[src/rtl/cpu_regfile_pkg.sv]
// Shared types and helpers for the register file with scoreboard.
package cpu_regfile_pkg;

  typedef enum logic {
    ST_INIT,
    ST_RUN
  } state_t;

  localparam int DEF_DATA_W   = 8;
  localparam int DEF_NUM_REGS = 4;
  localparam int DEF_ADDR_W   = 3;

  // Upper address bits alias onto the physical registers.
  function automatic logic [4:0] idx_of(input logic [31:0] addr, input int idx_w);
    logic [31:0] mask;
    mask = (32'd1 << idx_w) - 32'd1;
    return 5'(addr & mask);
  endfunction

endpackage

[src/rtl/regfile_scoreboard.sv]
// Per-register busy bits: set on issue, cleared on writeback, with one lookup per read port.
module regfile_scoreboard
  import cpu_regfile_pkg::*;
#(
  parameter int NUM_REGS = DEF_NUM_REGS,
  parameter int IDX_W    = $clog2(NUM_REGS),
  parameter int NUM_RD   = 2
) (
  input  logic                      clk,
  input  logic                      rst,
  input  logic                      set_en,
  input  logic [IDX_W-1:0]          set_idx,
  input  logic                      clr_en,
  input  logic [IDX_W-1:0]          clr_idx,
  input  logic [NUM_RD*IDX_W-1:0]   look_idx,
  output logic [NUM_RD-1:0]         look_busy
);

  logic [NUM_REGS-1:0] busy;

  // Set is applied after clear so a new producer wins over a writeback to the same register.
  always_ff @(posedge clk) begin
    if (rst) begin
      busy <= '0;
    end else begin
      if (clr_en) busy[clr_idx] <= 1'b0;
      if (set_en) busy[set_idx] <= 1'b1;
    end
  end

  for (genvar g = 0; g < NUM_RD; g++) begin : g_look
    assign look_busy[g] = busy[look_idx[g*IDX_W +: IDX_W]];
  end

endmodule

[src/rtl/regfile_sb.sv]
// Parametrised register file with post-reset clearing sweep and busy scoreboard.
// Optional REGFILE_ZERO_REG_EN hardwires index 0 to zero.
module regfile_sb
  import cpu_regfile_pkg::*;
#(
  parameter int DATA_W   = DEF_DATA_W,
  parameter int NUM_REGS = DEF_NUM_REGS,
  parameter int ADDR_W   = DEF_ADDR_W,
  parameter int NUM_RD   = 2
) (
  input  logic                     clk,
  input  logic                     rst,
  output logic                     ready,
  input  logic                     wr_en,
  input  logic [ADDR_W-1:0]        wr_addr,
  input  logic [DATA_W-1:0]        wr_data,
  input  logic                     iss_en,
  input  logic [ADDR_W-1:0]        iss_addr,
  input  logic [NUM_RD*ADDR_W-1:0] rd_addr,
  output logic [NUM_RD*DATA_W-1:0] rd_data,
  output logic [NUM_RD-1:0]        rd_busy
);

  localparam int IDX_W = $clog2(NUM_REGS);
`ifdef REGFILE_ZERO_REG_EN
  localparam bit ZERO_REG = 1'b1;
`else
  localparam bit ZERO_REG = 1'b0;
`endif

  state_t             state;
  logic [IDX_W:0]     cnt;
  logic [DATA_W-1:0]  regs [NUM_REGS];

  logic               run;
  logic [IDX_W-1:0]   wr_idx;
  logic [IDX_W-1:0]   iss_idx;
  logic               wr_ok;
  logic               iss_ok;
  logic [NUM_RD*IDX_W-1:0] rd_idx;
  logic [NUM_RD-1:0]  sb_busy;

  assign run     = (state == ST_RUN);
  assign wr_idx  = IDX_W'(idx_of(32'(wr_addr), IDX_W));
  assign iss_idx = IDX_W'(idx_of(32'(iss_addr), IDX_W));
  assign wr_ok   = run && wr_en  && !(ZERO_REG && (wr_idx  == '0));
  assign iss_ok  = run && iss_en && !(ZERO_REG && (iss_idx == '0));

  // Sweep FSM; cnt is one bit wider than the index so the terminal compare never wraps.
  always_ff @(posedge clk) begin
    if (rst) begin
      state <= ST_INIT;
      cnt   <= '0;
      ready <= 1'b0;
    end else begin
      case (state)
        ST_INIT: begin
          cnt <= cnt + 1'b1;
          if (cnt == (IDX_W+1)'(NUM_REGS - 1)) begin
            state <= ST_RUN;
            ready <= 1'b1;
          end
        end
        ST_RUN: begin
          state <= ST_RUN;
          ready <= 1'b1;
        end
        default: begin
          state <= ST_INIT;
          cnt   <= '0;
          ready <= 1'b0;
        end
      endcase
    end
  end

  // Storage has no reset of its own; the sweep clears it one register per cycle.
  always_ff @(posedge clk) begin
    if (!rst) begin
      if (state == ST_INIT) begin
        regs[cnt[IDX_W-1:0]] <= '0;
      end else if (wr_ok) begin
        regs[wr_idx] <= wr_data;
      end
    end
  end

  regfile_scoreboard #(
    .NUM_REGS (NUM_REGS),
    .IDX_W    (IDX_W),
    .NUM_RD   (NUM_RD)
  ) u_sb (
    .clk       (clk),
    .rst       (rst),
    .set_en    (iss_ok),
    .set_idx   (iss_idx),
    .clr_en    (wr_ok),
    .clr_idx   (wr_idx),
    .look_idx  (rd_idx),
    .look_busy (sb_busy)
  );

  // Zero-latency read ports with writeback forwarding.
  for (genvar g = 0; g < NUM_RD; g++) begin : g_rd
    logic [IDX_W-1:0] ri;
    logic             hit;
    logic             zero_idx;

    assign ri       = IDX_W'(idx_of(32'(rd_addr[g*ADDR_W +: ADDR_W]), IDX_W));
    assign rd_idx[g*IDX_W +: IDX_W] = ri;
    assign hit      = wr_ok && (wr_idx == ri);
    assign zero_idx = ZERO_REG && (ri == '0);

    assign rd_data[g*DATA_W +: DATA_W] = (!run || zero_idx) ? '0 :
                                         hit                ? wr_data :
                                                              regs[ri];
    assign rd_busy[g] = run && !zero_idx && sb_busy[g] && !hit;
  end

endmodule

[config.mk]
export PLATFORM = sky130hd
export DESIGN_NAME = regfile_sb
export DESIGN_NICKNAME = d
export VERILOG_FILES = /design/src/rtl/cpu_regfile_pkg.sv /design/src/rtl/regfile_scoreboard.sv /design/src/rtl/regfile_sb.sv
export SDC_FILE = /design/constraint.sdc
export NUM_CORES = 1
export LEC_CHECK = 0
export ABC_AREA = 1
export CAP_MARGIN = 40
export CORE_MARGIN = 4
export CORE_UTILIZATION = 53
export DETAILED_ROUTE_END_ITERATION = 6
export PLACE_DENSITY = 0.87
export SETUP_SLACK_MARGIN = 0.15
export SLEW_MARGIN = 20
export SYNTH_ARGS = -nofsm -noshare
export SYNTH_HDL_FRONTEND = slang
export SYNTH_SLANG_ARGS = --single-unit
export TNS_END_PERCENT = 10
[constraint.sdc]
create_clock -name clk -period 2.3 [get_ports clk]
set_clock_uncertainty 0.1 [all_clocks]
set_input_delay 0.345 -clock clk [delete_from_list [all_inputs] [get_ports clk]]
set_output_delay 0.345 -clock clk [all_outputs]
set_load 0.02 [all_outputs]
Yosys cells after proc, flatten, opt, wreduce, memory -nomap -nowiden:

Memories as Yosys holds them, arrays and structs flattened.
Cells that the tools add are included.

* register bits after elaboration: 9
* latch bits: 0
* memory bits (writable): 32
* bits in read-only memories: 0
* output and inout bits: 19
* memories kept: 1

* $add $sub $neg: 1
* $mul: 0
* divide/modulo/power cells: 0
* $lt $le $gt $ge: 6
* eq/ne operators: 4
* shift-type cells: 0
* mux-type cells: 29
* bitwise gates (word level): 4
* reductions and logical operators: 13

Memories
* regs: depth 4, bits a word 8, read ports 2, clocked after memory_dff 0, wr ports 1, RTL line regfile_sb.sv:33 `logic [DATA_W-1:0] regs [NUM_REGS];`

Operator list (count)
* $mux W8: 5
* $mux W1: 14
* $lt A2 B3 Y1 const B: 4
* $mux W4: 3
* $logic_and A1 B1 Y1: 10
* $reduce_or A8 Y1: 1
* $and A4 B4 Y4: 1
* $bmux W1 S2: 2
* $demux W1 S2: 2
* $eq A2 B2 Y1: 2
* $ge A2 B1 Y1 const B: 2
* $not A4 Y4: 1
* $or A4 B4 Y4: 1
* $pmux W1 S2: 2
* $add A3 B1 Y3 const B: 1
* $eq A3 B2 Y1 const B: 1
* $logic_not A1 Y1: 2
* $mux W2: 1
* $ne A2 B2 Y1 const B: 1
* $not A1 Y1: 1

Longest topological paths before layout:

Gate-level depths: netlist (run 1).

* word-level depth: 10
* mapped depth: 7

Hierarchy:

From an unflattened synthesis (run 1), not the netlist that was laid out.

* cells, all modules: 369
* area total of the unflattened synthesis: 2575.0 um^2

By module, submodules not included
* regfile_sb: instances 1, cells each 332, area an instance 2344.7 um^2
* regfile_scoreboard: instances 1, cells each 37, area an instance 230.2 um^2

Worst setup path after synthesis (run 1):

No wires, ideal clock.

* kind: input to register
* start: input port rst
* end: memory regs[2][0] in the netlist's numbering, enable pin
* setup time: 370 ps
* arrival time: 1441 ps
* path slack: 389 ps
* stages: 6
* buffers on the path: 2
* cell sequence: clkbuf_1 -> inv_1 -> nand2_2 -> buf_2 -> o211ai_1 -> nor2_1

* cells in the longest elaborated chain, start to end: 4

Ends and longest elaborated chain
* start: declaration: RTL line regfile_sb.sv:12 `input logic rst,`
* $mux W1: RTL line regfile_sb.sv:79 `if (!rst) begin`
* $mux W1 (implied by the code): RTL line regfile_sb.sv:83 `regs[wr_idx] <= wr_data;`
* $reduce_or A8 Y1 (no line)
* $mux W2 (no line) or $mux W1 (tied branches)
* end: declaration: RTL line regfile_sb.sv:33

Several ways; a longest one is shown, not always the timed one.

Worst setup path after layout (run 1):

* start: register state, in the netlist run
* end: output port rd_data[14]

* cells in the longest elaborated chain, start to end: 4

Ends and longest elaborated chain
* start: declaration: RTL line regfile_sb.sv:31 `state_t state;`
* start signal: assignment: RTL line regfile_sb.sv:52 `state <= ST_INIT;`
* start signal: assignment: RTL line regfile_sb.sv:60 `state <= ST_RUN;`
* start signal: assignment: RTL line regfile_sb.sv:65 `state <= ST_RUN;`
* $logic_and A1 B1 Y1: RTL line regfile_sb.sv:46 `assign wr_ok = run && wr_en && !(ZERO_REG && (wr_idx == '0));`
* $logic_and A1 B1 Y1: RTL line regfile_sb.sv:111 `assign hit = wr_ok && (wr_idx == ri);`
* $mux W8: RTL line regfile_sb.sv:115 `hit ? wr_data :`
* $mux W8 (*): RTL line regfile_sb.sv:114 `assign rd_data[g*DATA_W +: DATA_W] = (!run || zero_idx) ? '0 :`
* end: declaration: RTL line regfile_sb.sv:20 `output logic [NUM_RD*DATA_W-1:0] rd_data,`

Every way passes the cells marked *; elsewhere a longest branch is shown, timed or not.

==> results by group, run 1 <==
Setup path
  • Critical path arrival: 1710 ps
  • Critical path's slowest cell: dfxtp_1
  • Crit path cell chain: nand2_2 > clkinv_4 > buf_4 > buf_4 > nand4_1 > nand2_1 > nor2_1 > buf_2
  • RR Endpoint: regs[3][0]$_DFFE_PP_
  • Reg-to-reg slack, setup: 280 ps
  • Most numerous cell on the critical path: buf_4
  • Critical path class: reg2out
  • Setup crit end kind: output port
  • Max Fanout on Critical Path: 7
  • Worst reg-to-reg path cell count: 10
  • CP Launch Type: flip-flop
  • CP Capture Point: rd_data[14]
  • Crit Reg-Reg Startpoint: run$_SDFF_PP0_
  • Required time worst endpoint: 1860 ps
  • Worst setup path start: run$_SDFF_PP0_
  • CP peak stage delay: 340 ps

Synthesis
  • Post-Synthesis Cells: 368
  • Yosys top cell area share: 0.377
  • Ys async rst share: 0
  • Commonest cells in the netlist: nand2_1, inv_1, nor2_1
  • Yosys warns: 0
  • Number of flops mapped to enable cells by yosys: 32
  • Syn Nets: 394
  • Synth top area cells: edfxtp_1, nand2_1, inv_1
  • Yosys reg bits: 41
  • Post-synth top flop: edfxtp_1
  • Cell accounting for the most synthesized area: edfxtp_1
  • Sequential share of the synthesized area: 0.448
  • Synthesized area: 0.00255 sq mm
  • Mean post-synth cell area: 6.92 sq um
  • Yosys cell types: 22
  • Most frequent cell after synthesis: nand2_1

Floorplanning
  • Die X: 77.3 um
  • # IOs: 43
  • Cell row count: 24
  • Die Height: 77.3 um
  • Die Area: 0.00598 sq mm
  • Initial Util: 0.566
  • Core footprint: 0.00450 sq mm

Clock network
  • TritonCTS Sinks: 41
  • Skew-Pair Late Insertion Delay: 300 ps
  • CTS tree: yes
  • Clock Tree Root: clkbuf_8
  • Clock Path Buffers: 2
  • Cts bufs inserted: 5
  • Clk pin slew, worst setup/hold paths: 80 ps
  • CTS H-tree lvls: 2

Run
  • Max-Cap Viols: 0

Power and ir drop
  • Peak supply drop: 0.000414 V
  • Leakage Power: 1.63 nW
  • Pwr Density: 555 mW/mm^2

Routing
  • DRT antenna net count: 0
  • Vias/cell: 5.70
  • DRC: 0
  • First-iteration detailed-routing DRC count: 384
  • WL final: 7980 um
  • Via count: 2,852
  • WL/cell: 16.0 um
  • Pre-antenna DRT Iters: 6

Placed design
  • Area after DPL: 0.00325 sq mm
  • IO Port Bufs: 38
  • Final GP Congestion: 0.934
  • Worst slack, placed: -414 ps
  • Post-DP HPWL: 5260 um

Timing
  • Max-slew violation count: 0
  • Final period util: 0.937
  • Worst-margin pin slew: 342 ps
  • Fin crit period: 2160 ps
  • Hold Vio Cnt, Final: 0
  • RSZ-0062 raised after global routing: yes
  • Setup-failing EPs final: 0
  • Post-route setup slack: 145 ps
  • Rel. slew slack: 0.771
  • Highest clock rate: 464 MHz

Finish
  • Syn-to-layout area delta: 31.6%
  • # diodes: 0
  • # nets final: 473
  • Post-route cell area: 0.00335 sq mm
  • Layout cells sized above 1: 0.192

Outcome
  • Outcome: completed

Global routing
  • Pin count of the biggest net entering global routing: 24
  • Global-route wire length before repair: 12,200 um
  • GR Util All Layers: 0.259
  • Antenna violations before repair: 0
  • GR Overflow Total: 0
  • Vias in the first global route: 2,560

Min path
  • Worst min-delay path class: reg2reg
## cell families after synthesis
family,synth area share
flip-flops,0.448
buffers and inverters,0.107
adder cells (fa/ha/maj),0.00982
AO/OA/AOI/OAI,0.0545
AND/OR/NAND/NOR,0.381
## cell usage in the layout (no fill, tap or decap), types with 3 or more instances in the layout
cell type	instances
nor2_4	3
nor2_1	49
dlygate4sd2_1	4
dfxtp_1	9
edfxtp_1	32
nand2_1	119
buf_2	9
inv_1	51
inv_2	3
o211ai_1	4
nand3_1	36
clkdlybuf4s50_1	13
clkbuf_8	5
clkinv_1	3
o21ai_0	10
nand2_2	6
a21oi_1	8
buf_4	47
nand4_1	16
clkbuf_2	3
dlymetal6s2s_1	3
## layout make-up
type | count | area [sq um]
repair buffers | 83 | 668
multi-input cells | 258 | 1170
clock inverters | 3 | 17.5
fillers | 309 | 1150
flip-flops and latches | 41 | 1140
well taps | 52 | 65.1
inverters | 58 | 223
clock buffers | 5 | 68.8
## per-stage QoR
| stage | hold slack [ps] | total power [mW] | setup TNS (ps) | cells | utilization |
|---|---|---|---|---|---|
| 2_1_floorplan | 347 | 1.16 | 0 | 368 | - |
| 3_3_place_gp | 345 | 1.37 | -8080 | 487 | 0.722 |
| 3_5_place_dp | 350 | 1.39 | -9310 | 487 | 0.722 |
| 4_1_cts | 370 | 1.84 | 0 | 500 | 0.742 |
| 5_1_grt | 405 | 1.96 | 0 | 500 | 0.744 |
| 6_report | 368 | 1.86 | 0 | 500 | 0.744 |
## sequential cells by signal (all words and copies together) (netlist names)
| signal | flops |
|---|---|
| run | 1 |
| cnt | 3 |
| u_sb.busy | 4 |
| regs | 32 |
| ready | 1 |
## report_power, final
group	internal, mW	switching [mW]	total [mW]
combinational	0.194	0.317	0.511
clock	0.209	0.259	0.468
sequential	0.860	0.0230	0.883
total	1.26	0.599	1.86
## worst min path at each step
stage / from / endpoint / slack, ps / cells past startpoint
after global placement: ready$_SDFFE_PP0P_ / ready$_SDFFE_PP0P_ / 340 / 2
after floorplan: cnt[0]$_SDFFE_PP0N_ / cnt[0]$_SDFFE_PP0N_ / 350 / 1
after detailed placement: ready$_SDFFE_PP0P_ / ready$_SDFFE_PP0P_ / 350 / 2
after global routing: u_sb.busy[3]$_SDFF_PP0_ / u_sb.busy[3]$_SDFF_PP0_ / 410 / 2
after CTS: ready$_SDFFE_PP0P_ / ready$_SDFFE_PP0P_ / 370 / 2
final: ready$_SDFFE_PP0P_ / ready$_SDFFE_PP0P_ / 370 / 2
## worst max-delay path: cells and delay by family, from the launching register on
family	cells	cell delay (ps)
DFF	1	340
and+or+nand+nor	4	470
buffers and inverters	4	600
## what timing repair did
action / 4_1_cts / 5_1_grt
gates cloned: 1 / 0
resized for setup: 68 / 21
buffers inserted: 4 / 0
hold buffers: 0 / 0
setup endpoints to repair: 26 / 28
pin swaps: 3 / 3
## routing by layer
| metal | GRT usage | wire length (um) | share of wire |
|---|---|---|---|
| met3 | 0.0382 | 835 | 0.10 |
| met1 | 0.327 | 2940 | 0.37 |
| met4 | 0.103 | 356 | 0.045 |
| met5 | 0 | 0 | 0 |
| met2 | 0.448 | 3850 | 0.48 |
Power figures use the tool's default switching activity.
==> inputs of run 2 (changes only) <==
- CORE_UTILIZATION: 53 -> 59
- DONT_BUFFER_PORTS: default -> 1
- PLACE_DENSITY: 0.87 -> 0.82
==> results by group, run 2 (same netlist as run 1, synthesis figures left out) <==
Timing
  • Max-slew violation count: 0
  • Fin crit period: 2040 ps
  • Worst-margin pin slew: 457 ps
  • Highest clock rate: 490 MHz
  • Setup-failing EPs final: 0
  • Rel. slew slack: 0.695
  • Setup TNS Final: 0 ps
  • Hold Vio Cnt, Final: 0
  • Final period util: 0.887
  • RSZ-0062 raised after global routing: no

Setup path
  • Critical path class: reg2out
  • CP Launch Type: flip-flop
  • Required time worst endpoint: 1860 ps
  • Setup crit end kind: output port
  • Critical path arrival: 1600 ps
  • Max Fanout on Critical Path: 10

Global routing
  • Met3 usage: 0.0561
  • Global routing usage on met1: 0.337
  • Global-route wire length before repair: 10,900 um
  • Grt met2 use: 0.430
  • Grt peak-use layer: met2
  • Antenna violations before repair: 0
  • GR Overflow Total: 0
  • Vias in the first global route: 2,331
  • Pin count of the biggest net entering global routing: 24
  • GR Util All Layers: 0.267

Power and ir drop
  • Total power: 1.77 mW
  • Pwr Density: 605 mW/mm^2
  • Leakage Power: 1.40 nW
  • Peak supply drop: 0.000444 V

Finish
  • # nets final: 423
  • Top reg by flops: regs
  • # diodes: 0
  • Max reg flops: 32
  • Syn-to-layout area delta: 14.9%
  • Largest regs: regs: 32 flops, u_sb.busy: 4 flops, cnt: 3 flops
  • Fill count: 338
  • Layout cells sized above 1: 0.133
  • Commonest non-fill, non-tap cell in the layout: nand2_1
  • Most frequent cells in the layout: nand2_1, inv_1, nor2_1

Clock network
  • CTS H-tree lvls: 2
  • TritonCTS Sinks: 41
  • Clock Path Buffers: 2
  • CTS tree: yes
  • Clk pin slew, worst setup/hold paths: 70 ps
  • Clock Tree Root: clkbuf_8
  • Cts bufs inserted: 5
  • Skew-Pair Late Insertion Delay: 290 ps

Floorplanning
  • Initial Util: 0.623
  • Cell row count: 23
  • Die Area: 0.00543 sq mm
  • # IOs: 43
  • Die X: 73.7 um
  • Die Height: 73.7 um
  • Core footprint: 0.00409 sq mm

Routing
  • Vias/cell: 5.51
  • First-iteration detailed-routing DRC count: 296
  • DRT antenna net count: 0
  • WL/cell: 14.7 um
  • DRC: 0
  • Via count: 2,467
  • Pre-antenna DRT Iters: 5
  • WL final: 6600 um

Placed design
  • IO Port Bufs: 0
  • Post-DP HPWL: 4470 um
  • Final GP Congestion: 0.867

Outcome
  • Outcome: completed

Run
  • Max-Cap Viols: 0

Min path
  • Worst min-delay path class: in2reg
-- run 2: worst paths after layout --
check                          startpoint                      end  slack [ps]  cells after the start
hold / removal                        rst  u_sb.busy[0]$_SDFF_PP0_          10                      1
hold reg to reg   u_sb.busy[3]$_SDFF_PP0_  u_sb.busy[3]$_SDFF_PP0_         380                      2
setup / recovery           run$_SDFF_PP0_               rd_data[1]         260                      8
setup reg to reg           run$_SDFF_PP0_     regs[1][0]$_DFFE_PP_         410                      8
-- run 2: metal layers --
metal / wire, um / vias to the layer above
met3: 614 / 23
met1: 2650 / 1087
li1: - / 1233
met4: 185 / 0
met5: 0 / -
met2: 3150 / 124
-- run 2: cell type report --
type | count | area, sq um | share of cell area
inverters | 58 | 223 | 0.0761
well taps | 50 | 62.6 | 0.0214
clock inverters | 1 | 5.00 | 0.00171
flip-flops and latches | 41 | 1140 | 0.390
repair buffers | 34 | 258 | 0.0880
multi-input cells | 257 | 1140 | 0.390
clock buffers | 7 | 96.3 | 0.0329
-- run 2: through the flow --
step	cells	cell area [sq um]	worst slack [ps]	hold slack (ps)	util
finish	448	2930	259	13.3	0.716
detailed placement	436	2790	343	317	0.682
floorplan	368	2550	389	347	-
CTS	444	2890	125	5.27	0.706
global placement	436	2790	356	317	0.682
global route	448	2930	168	0.138	0.716
-- run 2: worst max-delay path: stages, from the launching register on --
cell,delay (ps)
dfxtp_2,350
nand2_4,100
clkinv_4,110
nand3_1,130
nor2_4,140
buf_4,140
nor2_1,40
nor2_1,140
buf_4,170
-- run 2: report_power, final --
group,switching [mW],leakage (nW),internal [mW]
clock network,0.231,0.0542,0.271
registers,0.0256,0.388,0.860
logic,0.246,0.956,0.138
total,0.502,1.40,1.27
-- run 2: what timing repair did --
item | 4_1_cts | 5_1_grt
hold endpoints to repair | 0 | 2
setup buffers | 0 | 3
endpoints found under the setup margin | 1 | 9
cloned | 0 | 0
hold buffers | 0 | 1
pin swaps | 0 | 1
gates resized for setup | 0 | 3
